==> src/rtl/rv_alu_pipe_pkg.sv <==
// Shared RISC-V ALU pipeline definitions: opcodes, funct codes, ALU op enum and
// field-slice helpers that do not depend on XLEN.
package rv_alu_pipe_pkg;

    localparam logic [6:0] OPC_OP     = 7'b0110011;
    localparam logic [6:0] OPC_OP_IMM = 7'b0010011;
    localparam logic [6:0] OPC_LUI    = 7'b0110111;

    localparam logic [2:0] F3_ADD  = 3'b000;
    localparam logic [2:0] F3_SLL  = 3'b001;
    localparam logic [2:0] F3_SLT  = 3'b010;
    localparam logic [2:0] F3_SLTU = 3'b011;
    localparam logic [2:0] F3_XOR  = 3'b100;
    localparam logic [2:0] F3_SR   = 3'b101;
    localparam logic [2:0] F3_OR   = 3'b110;
    localparam logic [2:0] F3_AND  = 3'b111;

    localparam logic [6:0] F7_BASE = 7'b0000000;
    localparam logic [6:0] F7_ALT  = 7'b0100000;

    typedef enum logic [3:0] {
        ALU_ADD    = 4'd0,
        ALU_SUB    = 4'd1,
        ALU_SLL    = 4'd2,
        ALU_SLT    = 4'd3,
        ALU_SLTU   = 4'd4,
        ALU_XOR    = 4'd5,
        ALU_SRL    = 4'd6,
        ALU_SRA    = 4'd7,
        ALU_OR     = 4'd8,
        ALU_AND    = 4'd9,
        ALU_PASS_B = 4'd10
    } alu_op_t;

    function automatic logic [6:0] opcode_of(input logic [31:0] i);
        return i[6:0];
    endfunction

    function automatic logic [4:0] rd_of(input logic [31:0] i);
        return i[11:7];
    endfunction

    function automatic logic [2:0] funct3_of(input logic [31:0] i);
        return i[14:12];
    endfunction

    function automatic logic [4:0] rs1_of(input logic [31:0] i);
        return i[19:15];
    endfunction

    function automatic logic [4:0] rs2_of(input logic [31:0] i);
        return i[24:20];
    endfunction

    function automatic logic [6:0] funct7_of(input logic [31:0] i);
        return i[31:25];
    endfunction

    // alt is instr[30]: selects sub over add and arithmetic over logical right shift
    function automatic alu_op_t alu_op_from_f3(input logic [2:0] f3, input logic alt);
        alu_op_t op;
        case (f3)
            F3_ADD:  op = alt ? ALU_SUB : ALU_ADD;
            F3_SLL:  op = ALU_SLL;
            F3_SLT:  op = ALU_SLT;
            F3_SLTU: op = ALU_SLTU;
            F3_XOR:  op = ALU_XOR;
            F3_SR:   op = alt ? ALU_SRA : ALU_SRL;
            F3_OR:   op = ALU_OR;
            F3_AND:  op = ALU_AND;
            default: op = ALU_ADD;
        endcase
        return op;
    endfunction

endpackage

==> src/rtl/rv_alu_pipe_alu.sv <==
// Combinational integer ALU for the rv_alu_pipe execute stage.
module rv_alu_pipe_alu
    import rv_alu_pipe_pkg::*;
#(
    parameter int XLEN = 32
) (
    input  logic [XLEN-1:0] a,
    input  logic [XLEN-1:0] b,
    input  alu_op_t         alu_op,
    output logic [XLEN-1:0] y
);

    localparam int SHW = $clog2(XLEN);

    logic [SHW-1:0] shamt_s;

    assign shamt_s = b[SHW-1:0];

    // Result select; compares produce a zero-extended 0/1
    always_comb begin
        y = {XLEN{1'b0}};
        case (alu_op)
            ALU_ADD:    y = a + b;
            ALU_SUB:    y = a - b;
            ALU_SLL:    y = a << shamt_s;
            ALU_SLT:    y = {{(XLEN-1){1'b0}}, ($signed(a) < $signed(b))};
            ALU_SLTU:   y = {{(XLEN-1){1'b0}}, (a < b)};
            ALU_XOR:    y = a ^ b;
            ALU_SRL:    y = a >> shamt_s;
            ALU_SRA:    y = $signed(a) >>> shamt_s;
            ALU_OR:     y = a | b;
            ALU_AND:    y = a & b;
            ALU_PASS_B: y = b;
            default:    y = {XLEN{1'b0}};
        endcase
    end

endmodule

==> src/rtl/rv_alu_pipe.sv <==
// 3-stage (D/E/W) RV32I/RV64I ALU pipeline with regfile, illegal-op counter and debug port.
// Define RV_FWD_EN to enable W->E operand forwarding.
module rv_alu_pipe
    import rv_alu_pipe_pkg::*;
#(
    parameter int XLEN = 32,
    parameter int NREG = 32
) (
    input  logic            clk,
    input  logic            rst_n,
    input  logic            in_valid,
    input  logic [31:0]     in,
    output logic [XLEN-1:0] alu_output_data,
    output logic            out_valid,
    output logic [4:0]      out_rd,
    output logic            illegal,
    output logic [7:0]      illegal_cnt,
    input  logic [4:0]      dbg_addr,
    output logic [XLEN-1:0] dbg_data
);

    localparam int         RI     = $clog2(NREG);
    localparam logic [5:0] NREG_W = 6'(NREG);

    logic            d_valid_r;
    logic [31:0]     d_instr_r;
    logic            w_valid_r;
    logic            w_illegal_r;
    logic [4:0]      w_rd_r;
    logic [XLEN-1:0] w_data_r;
    logic [7:0]      cnt_r;
    logic [XLEN-1:0] rf_r [NREG];

    logic [6:0]      opcode_s, f7_s, shift_hi_s;
    logic [2:0]      f3_s;
    logic [4:0]      rd_s, rs1_s, rs2_s;
    alu_op_t         alu_op_s;
    logic            use_imm_s, rs1_used_s, rs2_used_s, bad_op_s, bad_reg_s;
    logic            fwd1_s, fwd2_s, e_valid_s, e_illegal_s;
    logic [XLEN-1:0] imm_s, rs1_val_s, rs2_val_s, op_a_s, op_b_s, alu_y_s;

    assign opcode_s = opcode_of(d_instr_r);
    assign f3_s     = funct3_of(d_instr_r);
    assign f7_s     = funct7_of(d_instr_r);
    assign rd_s     = rd_of(d_instr_r);
    assign rs1_s    = rs1_of(d_instr_r);
    assign rs2_s    = rs2_of(d_instr_r);
    // RV64 shifts use instr[25] as shamt[5], so only [31:26] carry the funct code
    assign shift_hi_s = (XLEN == 64) ? {d_instr_r[31:26], 1'b0} : d_instr_r[31:25];
    assign imm_s = (opcode_s == OPC_LUI) ? XLEN'($signed({d_instr_r[31:12], 12'h000}))
                                         : XLEN'($signed(d_instr_r[31:20]));

    // Decode: ALU op, operand usage and unsupported encodings
    always_comb begin
        alu_op_s   = ALU_ADD;
        use_imm_s  = 1'b0;
        rs1_used_s = 1'b0;
        rs2_used_s = 1'b0;
        bad_op_s   = 1'b0;
        case (opcode_s)
            OPC_OP: begin
                rs1_used_s = 1'b1;
                rs2_used_s = 1'b1;
                if (f7_s == F7_BASE) begin
                    alu_op_s = alu_op_from_f3(f3_s, 1'b0);
                end else if (f7_s == F7_ALT && (f3_s == F3_ADD || f3_s == F3_SR)) begin
                    alu_op_s = alu_op_from_f3(f3_s, 1'b1);
                end else begin
                    bad_op_s = 1'b1;
                end
            end
            OPC_OP_IMM: begin
                rs1_used_s = 1'b1;
                use_imm_s  = 1'b1;
                if (f3_s == F3_SLL) begin
                    if (shift_hi_s == F7_BASE) alu_op_s = ALU_SLL;
                    else bad_op_s = 1'b1;
                end else if (f3_s == F3_SR) begin
                    if (shift_hi_s == F7_BASE) alu_op_s = ALU_SRL;
                    else if (shift_hi_s == F7_ALT) alu_op_s = ALU_SRA;
                    else bad_op_s = 1'b1;
                end else begin
                    alu_op_s = alu_op_from_f3(f3_s, 1'b0);
                end
            end
            OPC_LUI: begin
                use_imm_s = 1'b1;
                alu_op_s  = ALU_PASS_B;
            end
            default: bad_op_s = 1'b1;
        endcase
    end

    assign bad_reg_s = ({1'b0, rd_s} >= NREG_W)
                    || (rs1_used_s && ({1'b0, rs1_s} >= NREG_W))
                    || (rs2_used_s && ({1'b0, rs2_s} >= NREG_W));

    // Register file read ports; out-of-range indices read as zero
    always_comb begin
        rs1_val_s = {XLEN{1'b0}};
        rs2_val_s = {XLEN{1'b0}};
        if ({1'b0, rs1_s} < NREG_W) rs1_val_s = rf_r[rs1_s[RI-1:0]];
        else rs1_val_s = {XLEN{1'b0}};
        if ({1'b0, rs2_s} < NREG_W) rs2_val_s = rf_r[rs2_s[RI-1:0]];
        else rs2_val_s = {XLEN{1'b0}};
    end

`ifdef RV_FWD_EN
    assign fwd1_s = w_valid_r && (w_rd_r != 5'd0) && (w_rd_r == rs1_s);
    assign fwd2_s = w_valid_r && (w_rd_r != 5'd0) && (w_rd_r == rs2_s);
`else
    assign fwd1_s = 1'b0;
    assign fwd2_s = 1'b0;
`endif

    assign op_a_s = fwd1_s ? w_data_r : rs1_val_s;
    assign op_b_s = use_imm_s ? imm_s : (fwd2_s ? w_data_r : rs2_val_s);

    rv_alu_pipe_alu #(.XLEN(XLEN)) u_alu (
        .a      (op_a_s),
        .b      (op_b_s),
        .alu_op (alu_op_s),
        .y      (alu_y_s)
    );

    assign e_valid_s   = d_valid_r && !bad_op_s && !bad_reg_s;
    assign e_illegal_s = d_valid_r && (bad_op_s || bad_reg_s);

    // D stage capture; an all-zero word is dropped as a silent NOP
    always_ff @(posedge clk or negedge rst_n) begin
        if (!rst_n) begin
            d_valid_r <= 1'b0;
            d_instr_r <= 32'h0;
        end else begin
            d_valid_r <= in_valid && (in != 32'h0);
            d_instr_r <= in_valid ? in : 32'h0;
        end
    end

    // W stage result registers and saturating illegal counter
    always_ff @(posedge clk or negedge rst_n) begin
        if (!rst_n) begin
            w_valid_r   <= 1'b0;
            w_illegal_r <= 1'b0;
            w_rd_r      <= 5'd0;
            w_data_r    <= {XLEN{1'b0}};
            cnt_r       <= 8'd0;
        end else begin
            w_valid_r   <= e_valid_s;
            w_illegal_r <= e_illegal_s;
            w_rd_r      <= e_valid_s ? rd_s : 5'd0;
            w_data_r    <= e_valid_s ? alu_y_s : {XLEN{1'b0}};
            if (e_illegal_s && cnt_r != 8'hFF) cnt_r <= cnt_r + 8'd1;
        end
    end

    // Regfile write-back from W; x0 is never written
    always_ff @(posedge clk or negedge rst_n) begin
        if (!rst_n) begin
            for (int i = 0; i < NREG; i++) rf_r[i] <= {XLEN{1'b0}};
        end else if (w_valid_r && w_rd_r != 5'd0) begin
            rf_r[w_rd_r[RI-1:0]] <= w_data_r;
        end
    end

    assign alu_output_data = w_data_r;
    assign out_valid       = w_valid_r;
    assign out_rd          = w_rd_r;
    assign illegal         = w_illegal_r;
    assign illegal_cnt     = cnt_r;
    assign dbg_data = (dbg_addr != 5'd0 && {1'b0, dbg_addr} < NREG_W) ? rf_r[dbg_addr[RI-1:0]]
                                                                      : {XLEN{1'b0}};

endmodule

==> config.mk <==
export PLATFORM = sky130hd
export DESIGN_NAME = rv_alu_pipe
export DESIGN_NICKNAME = d
export VERILOG_FILES = /design/src/rtl/rv_alu_pipe_pkg.sv /design/src/rtl/rv_alu_pipe_alu.sv /design/src/rtl/rv_alu_pipe.sv
export SDC_FILE = /design/constraint.sdc
export NUM_CORES = 2
export LEC_CHECK = 0
export CAP_MARGIN = 20
export CORE_ASPECT_RATIO = 0.75
export CORE_MARGIN = 2
export CORE_UTILIZATION = 50
export DETAILED_ROUTE_END_ITERATION = 8
export HOLD_SLACK_MARGIN = 0.06
export PLACE_DENSITY = 0.68
export SETUP_SLACK_MARGIN = 0.2
export SYNTH_ARGS = -nofsm -noshare
export SYNTH_HDL_FRONTEND = slang
export SYNTH_SLANG_ARGS = --single-unit
export TNS_END_PERCENT = 5
==> constraint.sdc <==
create_clock -name clk -period 18.4 [get_ports clk]
set_input_delay 2.76 -clock clk [delete_from_list [all_inputs] [get_ports clk]]
set_output_delay 2.76 -clock clk [all_outputs]
set_load 0.02 [all_outputs]
### Word level (Yosys, flattened, before mapping)

Memories as Yosys holds them, arrays and structs flattened.
Cells that the tools add are included.
Widths: inputs -> output; s select.

| cells by class | value |
|---|---|
| add/sub/neg operators | 3 |
| magnitude comparators | 7 |
| equal/unequal tests | 17 |
| shift-type cells | 3 |
| multiplexer cells | 36 |
| bitwise gates (word level) | 7 |
| reductions and logical operators | 16 |

Operator list:

| cell | count |
|---|---|
| $bwmux 1024 | 1 |
| $bmux 32 s5 | 3 |
| $mux 32 | 11 |
| $pmux 32 s11 | 1 |
| $demux 32 s5 | 1 |
| $lt 32x32->1 | 2 |
| $add 32x32->32 | 1 |
| $and 32x32->32 | 1 |
| $or 32x32->32 | 1 |
| $reduce_bool 32->1 | 1 |
| $shl 32x5->32 | 1 |
| $shr 32x5->32 | 1 |
| $sshr 32x5->32 | 1 |
| $sub 32x32->32 | 1 |
| $xor 32x32->32 | 1 |
| $mux 31 | 1 |
| $ge 6x6->1 const B | 4 |
| $not 5->6 | 4 |
| $eq 7x6->1 const B | 3 |
| $eq 4x3->1 const B | 4 |
| $mux 4 | 4 |
| $eq 4x4->1 const B | 3 |
| $pmux 4 s3 | 1 |
| $reduce_bool 5->1 | 2 |
| 20 further kinds | 35 |

| storage, ports and cells | value |
|---|---|
| register bits | 1104 |
| memory bits (read-only) | 96 |
| memories kept | 3 |

Memories:

| name | words | width | read ports | clocked after memory_dff | wr ports | line | text |
|---|---|---|---|---|---|---|---|
| (no name shown) | 8 | 4 | 1 | 0 | 0 | rv_alu_pipe_pkg.sv:62 | `case (f3)` |
| (no name shown) | 8 | 4 | 1 | 0 | 0 | rv_alu_pipe_pkg.sv:62 |  |
| (no name shown) | 8 | 4 | 1 | 0 | 0 | rv_alu_pipe_pkg.sv:62 |  |

### Logic depth before layout (Yosys ltp)

| logic depth | value |
|---|---|
| depth in word-level cells | 9 |
| mapped depth | 25 |

### Modules after synthesis

Synthesis repeated with hierarchy kept, for this count alone.

| second synthesis, totals | value |
|---|---|
| cell total of the unflattened synthesis | 5491 |
| area total of the unflattened synthesis | 74312.5 um^2 |

By module, submodules not included:

| module | times used | cells each | area each (um^2) |
|---|---|---|---|
| rv_alu_pipe | 1 | 4057 | 65029.9 |
| rv_alu_pipe_alu | 1 | 1434 | 9282.7 |

### Worst setup path before layout

No wires, ideal clock.

| path | value |
|---|---|
| kind | input to output |
| start | in dbg_addr[0] |
| end | out dbg_data[13] |
| arrival | 5584 ps |
| path slack | 10056 ps |
| stages on the path | 10 |
| path buffers | 6 |
| path through | clkbuf_1 buf_2 buf_2 buf_1 clkbuf_1 buf_1 mux2i_1 o221ai_1 o22ai_1 nor2_1 |

| between the ends | value |
|---|---|
| cells in the longest elaborated chain, start to end | 5 |
| elaborated cells between the ends (all ways) | 6 |
| those cells by class | 4 x mux; 1 x bitwise; 1 x reduce/logical |

RTL lines:

| what | line | text |
|---|---|---|
| start: declaration | rv_alu_pipe.sv:18 | `input logic [4:0] dbg_addr,` |
| $not 5->6 (not written as such) | rv_alu_pipe.sv:171 | `assign dbg_data = (dbg_addr != 5'd0 && {1'b0, dbg_addr} < NREG_W) ? rf_r[dbg_addr[RI-1:0]]` |
| $bmux 32 s5 | rv_alu_pipe.sv:171 |  |
| $mux 32 (not written as such) (2 in series) | rv_alu_pipe.sv:171 |  |
| $mux 32 (*) | rv_alu_pipe.sv:171 |  |
| end: declaration | rv_alu_pipe.sv:19 | `output logic [XLEN-1:0] dbg_data` |

Every way passes the cells marked *; elsewhere a longest branch is shown, timed or not. The select of a mux whose other input is x is not followed.

### Final worst setup path

| path | value |
|---|---|
| start | in dbg_addr[3] |
| end | out dbg_data[8] |

Same word-level chain as after synthesis.

==> metrics.txt <==
# TYPE chip_impl_metric gauge
chip_impl_info{name="run_status",value="finished, final reports clean"} 1
chip_impl_metric{name="number_of_antenna_violations_at_the_first_check_in_global_routing",unit=""} 14
chip_impl_metric{name="initial_utilization",unit=""} 0.5051
chip_impl_metric{name="num-nets-final",unit=""} 6017
chip_impl_metric{name="worst_setup_hold_path_clk_slew",unit="ps"} 60
chip_impl_metric{name="initialDrtViolationCount",unit=""} 9633
chip_impl_metric{name="synth-async-reset-ratio",unit=""} 1.000
chip_impl_metric{name="setup_total_negative_slack",unit="ps"} 0
chip_impl_metric{name="final-max-slew-violation-count",unit=""} 0
chip_impl_metric{name="wire_per_inst",unit="um"} 37.88
chip_impl_metric{name="critical_path_peak_fanout",unit=""} 38
chip_impl_metric{name="clk-insertion-delay-late",unit="ps"} 790
chip_impl_info{name="rsz0062_at_grt",value="false"} 1
chip_impl_metric{name="worst_clock_skew",unit="ps"} 70.13
chip_impl_metric{name="period_minus_slack",unit="ps"} 10050
chip_impl_metric{name="cellPowerDensity",unit="nW/um^2"} 69.09
chip_impl_metric{name="register_area",unit="um^2"} 27650
chip_impl_info{name="layout_common_cells",value="dfrtp_1 (1099), mux2_2 (1065), mux4_2 (653)"} 1
chip_impl_metric{name="max_slew_margin",unit=""} 0.1898
chip_impl_metric{name="post-cts-setup-buffer-count",unit=""} 0
chip_impl_metric{name="port_buffers",unit=""} 118
chip_impl_metric{name="drc_errors",unit=""} 0
chip_impl_metric{name="tightestPinTransition",unit="ps"} 1200
chip_impl_metric{name="worst_case_clock_buffer_depth",unit=""} 3
chip_impl_metric{name="cts-buffers-inserted",unit=""} 111
chip_impl_metric{name="max_clock_freq",unit="MHz"} 99.47
chip_impl_metric{name="cts.hold.buffers_added",unit=""} 0
chip_impl_metric{name="yosys_register_bits",unit=""} 1104
chip_impl_metric{name="yosys_synthesis_warning_count",unit=""} 0
chip_impl_metric{name="synthDistinctLibCells",unit=""} 93
chip_impl_metric{name="finalWeightedCongestion",unit=""} 1.065
chip_impl_metric{name="via_count",unit=""} 60074
chip_impl_metric{name="cts_num_sinks",unit=""} 1104
chip_impl_metric{name="grt_pass1_vias",unit=""} 58070
chip_impl_metric{name="grt_first_pass_wirelength",unit="um"} 431800
chip_impl_metric{name="routed_via_density",unit=""} 7.555
chip_impl_info{name="final_common_cell",value="dfrtp_1"} 1
chip_impl_metric{name="syn_area",unit="um^2"} 74790
chip_impl_metric{name="design.die.area",unit="um^2"} 152700
chip_impl_metric{name="wl",unit="um"} 301200
chip_impl_metric{name="drive_gt1_frac",unit=""} 0.3693
chip_impl_info{name="criticalPathCategory",value="in2out"} 1
chip_impl_metric{name="die_width",unit="um"} 450.6
chip_impl_metric{name="syn_inst",unit=""} 6096
chip_impl_metric{name="detail_route.first_pass.iterations",unit=""} 9
chip_impl_metric{name="p_leak",unit="nW"} 35.33
chip_impl_metric{name="io_pins",unit=""} 119
chip_impl_metric{name="final.fill_count",unit=""} 12356
chip_impl_info{name="endpoint_kind",value="output port"} 1
chip_impl_metric{name="layoutNonFillerInstCount",unit=""} 7952
chip_impl_info{name="clockRootBuffer",value="clkbuf_16"} 1
chip_impl_metric{name="synth-seq-area-share",unit=""} 0.3694
chip_impl_info{name="ys_dominant_reg_cell",value="dfrtp_1"} 1
chip_impl_metric{name="largest_net_degree_at_the_start_of_global_routing",unit=""} 173
chip_impl_metric{name="syn_avg_cell_area",unit="um^2"} 12.27
chip_impl_metric{name="hold_viol_final",unit=""} 0
chip_impl_metric{name="post_route_clock_period_utilization",unit=""} 0.5464
chip_impl_metric{name="h_tree_depth",unit=""} 3
chip_impl_metric{name="synthesis.nets",unit=""} 6245
chip_impl_metric{name="track_usage",unit=""} 0.3884
chip_impl_metric{name="whs",unit="ps"} 422.4
chip_impl_metric{name="total_number_of_placement_rows",unit=""} 122
chip_impl_metric{name="cts.repair.resized",unit=""} 0
chip_impl_metric{name="cap_violations",unit=""} 0
chip_impl_metric{name="globalRouteOverflowTotal",unit=""} 0
chip_impl_metric{name="final_setup_violation_count",unit=""} 0
chip_impl_info{name="clock_tree_from_tritoncts",value="yes"} 1
chip_impl_metric{name="number_of_synthesized_flops_with_an_enable_pin",unit=""} 0
chip_impl_metric{name="worstPathRequired",unit="ps"} 15640
chip_impl_metric{name="cell_total_after_placement",unit=""} 7729
chip_impl_metric{name="die-height",unit="um"} 338.9
chip_impl_info{name="worstSetupStartpointType",value="input port"} 1
chip_impl_metric{name="critical_path_arrival",unit="ps"} 7290
chip_impl_info{name="hold_path_class",value="reg2reg"} 1
chip_impl_metric{name="maximum_resistive_drop_on_vdd",unit="uV"} 80.88
chip_impl_metric{name="antenna_viol_nets_final",unit=""} 0
chip_impl_metric{name="floorplan.core_area",unit="um^2"} 148100
chip_impl_metric{name="dp_hpwl",unit="um"} 185800
chip_impl_metric{name="area_growth",unit="%"} 9.350
chip_impl_metric{name="multiInputGateArea",unit="um^2"} 44480
## flip-flops by register name, summed over array words and instances, names as in the netlist
name             count
illegal_cnt          8
d_valid_r            1
out_rd               5
d_instr_r           32
out_valid            1
rf_r              1024
illegal              1
alu_output_data     32
## metal layers
layer	GRT usage	vias up	part of all wire
li1	-	23272	-
met1	0.5397	30941	0.39
met2	0.5224	4832	0.41
met3	0.1593	1009	0.15
met4	0.1878	20	0.057
met5	0.002500	-	0.00080
## critical path: stages
cell and delay [ps]:
buf_4 470, buf_4 600, nor2b_4 820, buf_4 870, a221oi_1 220, nor3_1 690, clkdlybuf4s50_1 750
## synth_stat cells, types with 9 or more instances
library cell / count / share of area
a211oi_1: 55 / 0.0055
a31oi_1: 36 / 0.0030
nand3_1: 103 / 0.0069
a21o_1: 25 / 0.0025
and3_1: 22 / 0.0018
mux2i_1: 409 / 0.055
nor2b_1: 22 / 0.0018
and2_1: 43 / 0.0036
buf_1: 119 / 0.0060
o211ai_1: 27 / 0.0027
nor2_1: 198 / 0.0099
a221o_1: 12 / 0.0016
or2_2: 16 / 0.0013
buf_2: 111 / 0.0074
clkbuf_1: 377 / 0.019
buf_4: 23 / 0.0023
mux4_2: 653 / 0.20
o221ai_1: 45 / 0.0053
o21a_1: 12 / 0.0012
inv_1: 100 / 0.0050
ha_1: 107 / 0.018
nand2_1: 260 / 0.013
or3_1: 21 / 0.0018
a21oi_1: 269 / 0.018
o21bai_1: 13 / 0.0013
mux2_2: 1065 / 0.16
a211o_1: 23 / 0.0027
a221oi_1: 47 / 0.0055
buf_6: 9 / 0.0014
a22oi_1: 142 / 0.014
nor3_1: 143 / 0.0096
nand4_1: 46 / 0.0038
nand2b_1: 25 / 0.0021
a22o_1: 19 / 0.0022
xnor2_1: 19 / 0.0022
a2111oi_0: 12 / 0.0014
o21ai_0: 115 / 0.0077
nor4_1: 22 / 0.0018
o22ai_1: 47 / 0.0039
o31ai_1: 23 / 0.0023
dfrtp_1: 1104 / 0.37
## where the power goes
part / switching, mW / leakage [nW] / internal, mW
registers: 0.0279 / 15.4 / 2.44
logic: 0.488 / 18.1 / 0.231
clock network: 1.09 / 1.89 / 1.38
## through the flow
| step | power (mW) | util | area [um^2] | worst slack (ps) |
|---|---|---|---|---|
| 2_1_floorplan | 2.909 | - | 74790 | 10060 |
| 3_3_place_gp | 3.195 | 0.5237 | 77550 | 8421 |
| 3_5_place_dp | 3.199 | 0.5242 | 77620 | 8328 |
| 4_1_cts | 5.634 | 0.5507 | 81540 | 8312 |
| 5_1_grt | 5.786 | 0.5522 | 81770 | 8089 |
| 6_report | 5.650 | 0.5524 | 81790 | 8347 |
## path summary, 6_finish.rpt
kind                                              start                       endpoint  slack [ps]  depth (start not counted)
worst max-delay path                        dbg_addr[3]                    dbg_data[8]        8350                          7
worst min-delay path             rf_r[1009]$_DFFE_PN0P_         rf_r[1009]$_DFFE_PN0P_         420                          0
worst max register to register  d_instr_r[21]$_DFF_PN0_  alu_output_data[27]$_DFF_PN0_        9610                         20
worst min register to register   rf_r[1009]$_DFFE_PN0P_         rf_r[1009]$_DFFE_PN0P_         420                          0
max in group asynchronous                         rst_n          rf_r[674]$_DFFE_PN0P_       13260                          4
min in group asynchronous                         rst_n          rf_r[816]$_DFFE_PN0P_        2090                          1
## cells by family after synthesis
group                    share of synthesized area
buffers and inverters                      0.04137
XOR/XNOR                                  0.003162
multiplexers                                0.4117
AND/OR/NAND/NOR                            0.06133
flip-flops                                  0.3694
adder cells (fa/ha/maj)                    0.01844
AO/OA/AOI/OAI                              0.09462
## cell type report
type | instances | share of cell area
clock inverters | 62 | 0.009806
multi-input cells | 4246 | 0.5439
repair buffers | 299 | 0.03476
well taps | 1984 | 0.03035
diodes | 8 | 0.0002448
clock buffers | 143 | 0.03803
inverters | 106 | 0.004896
flip-flops and latches | 1104 | 0.3380
Power figures use the tool's default switching activity.
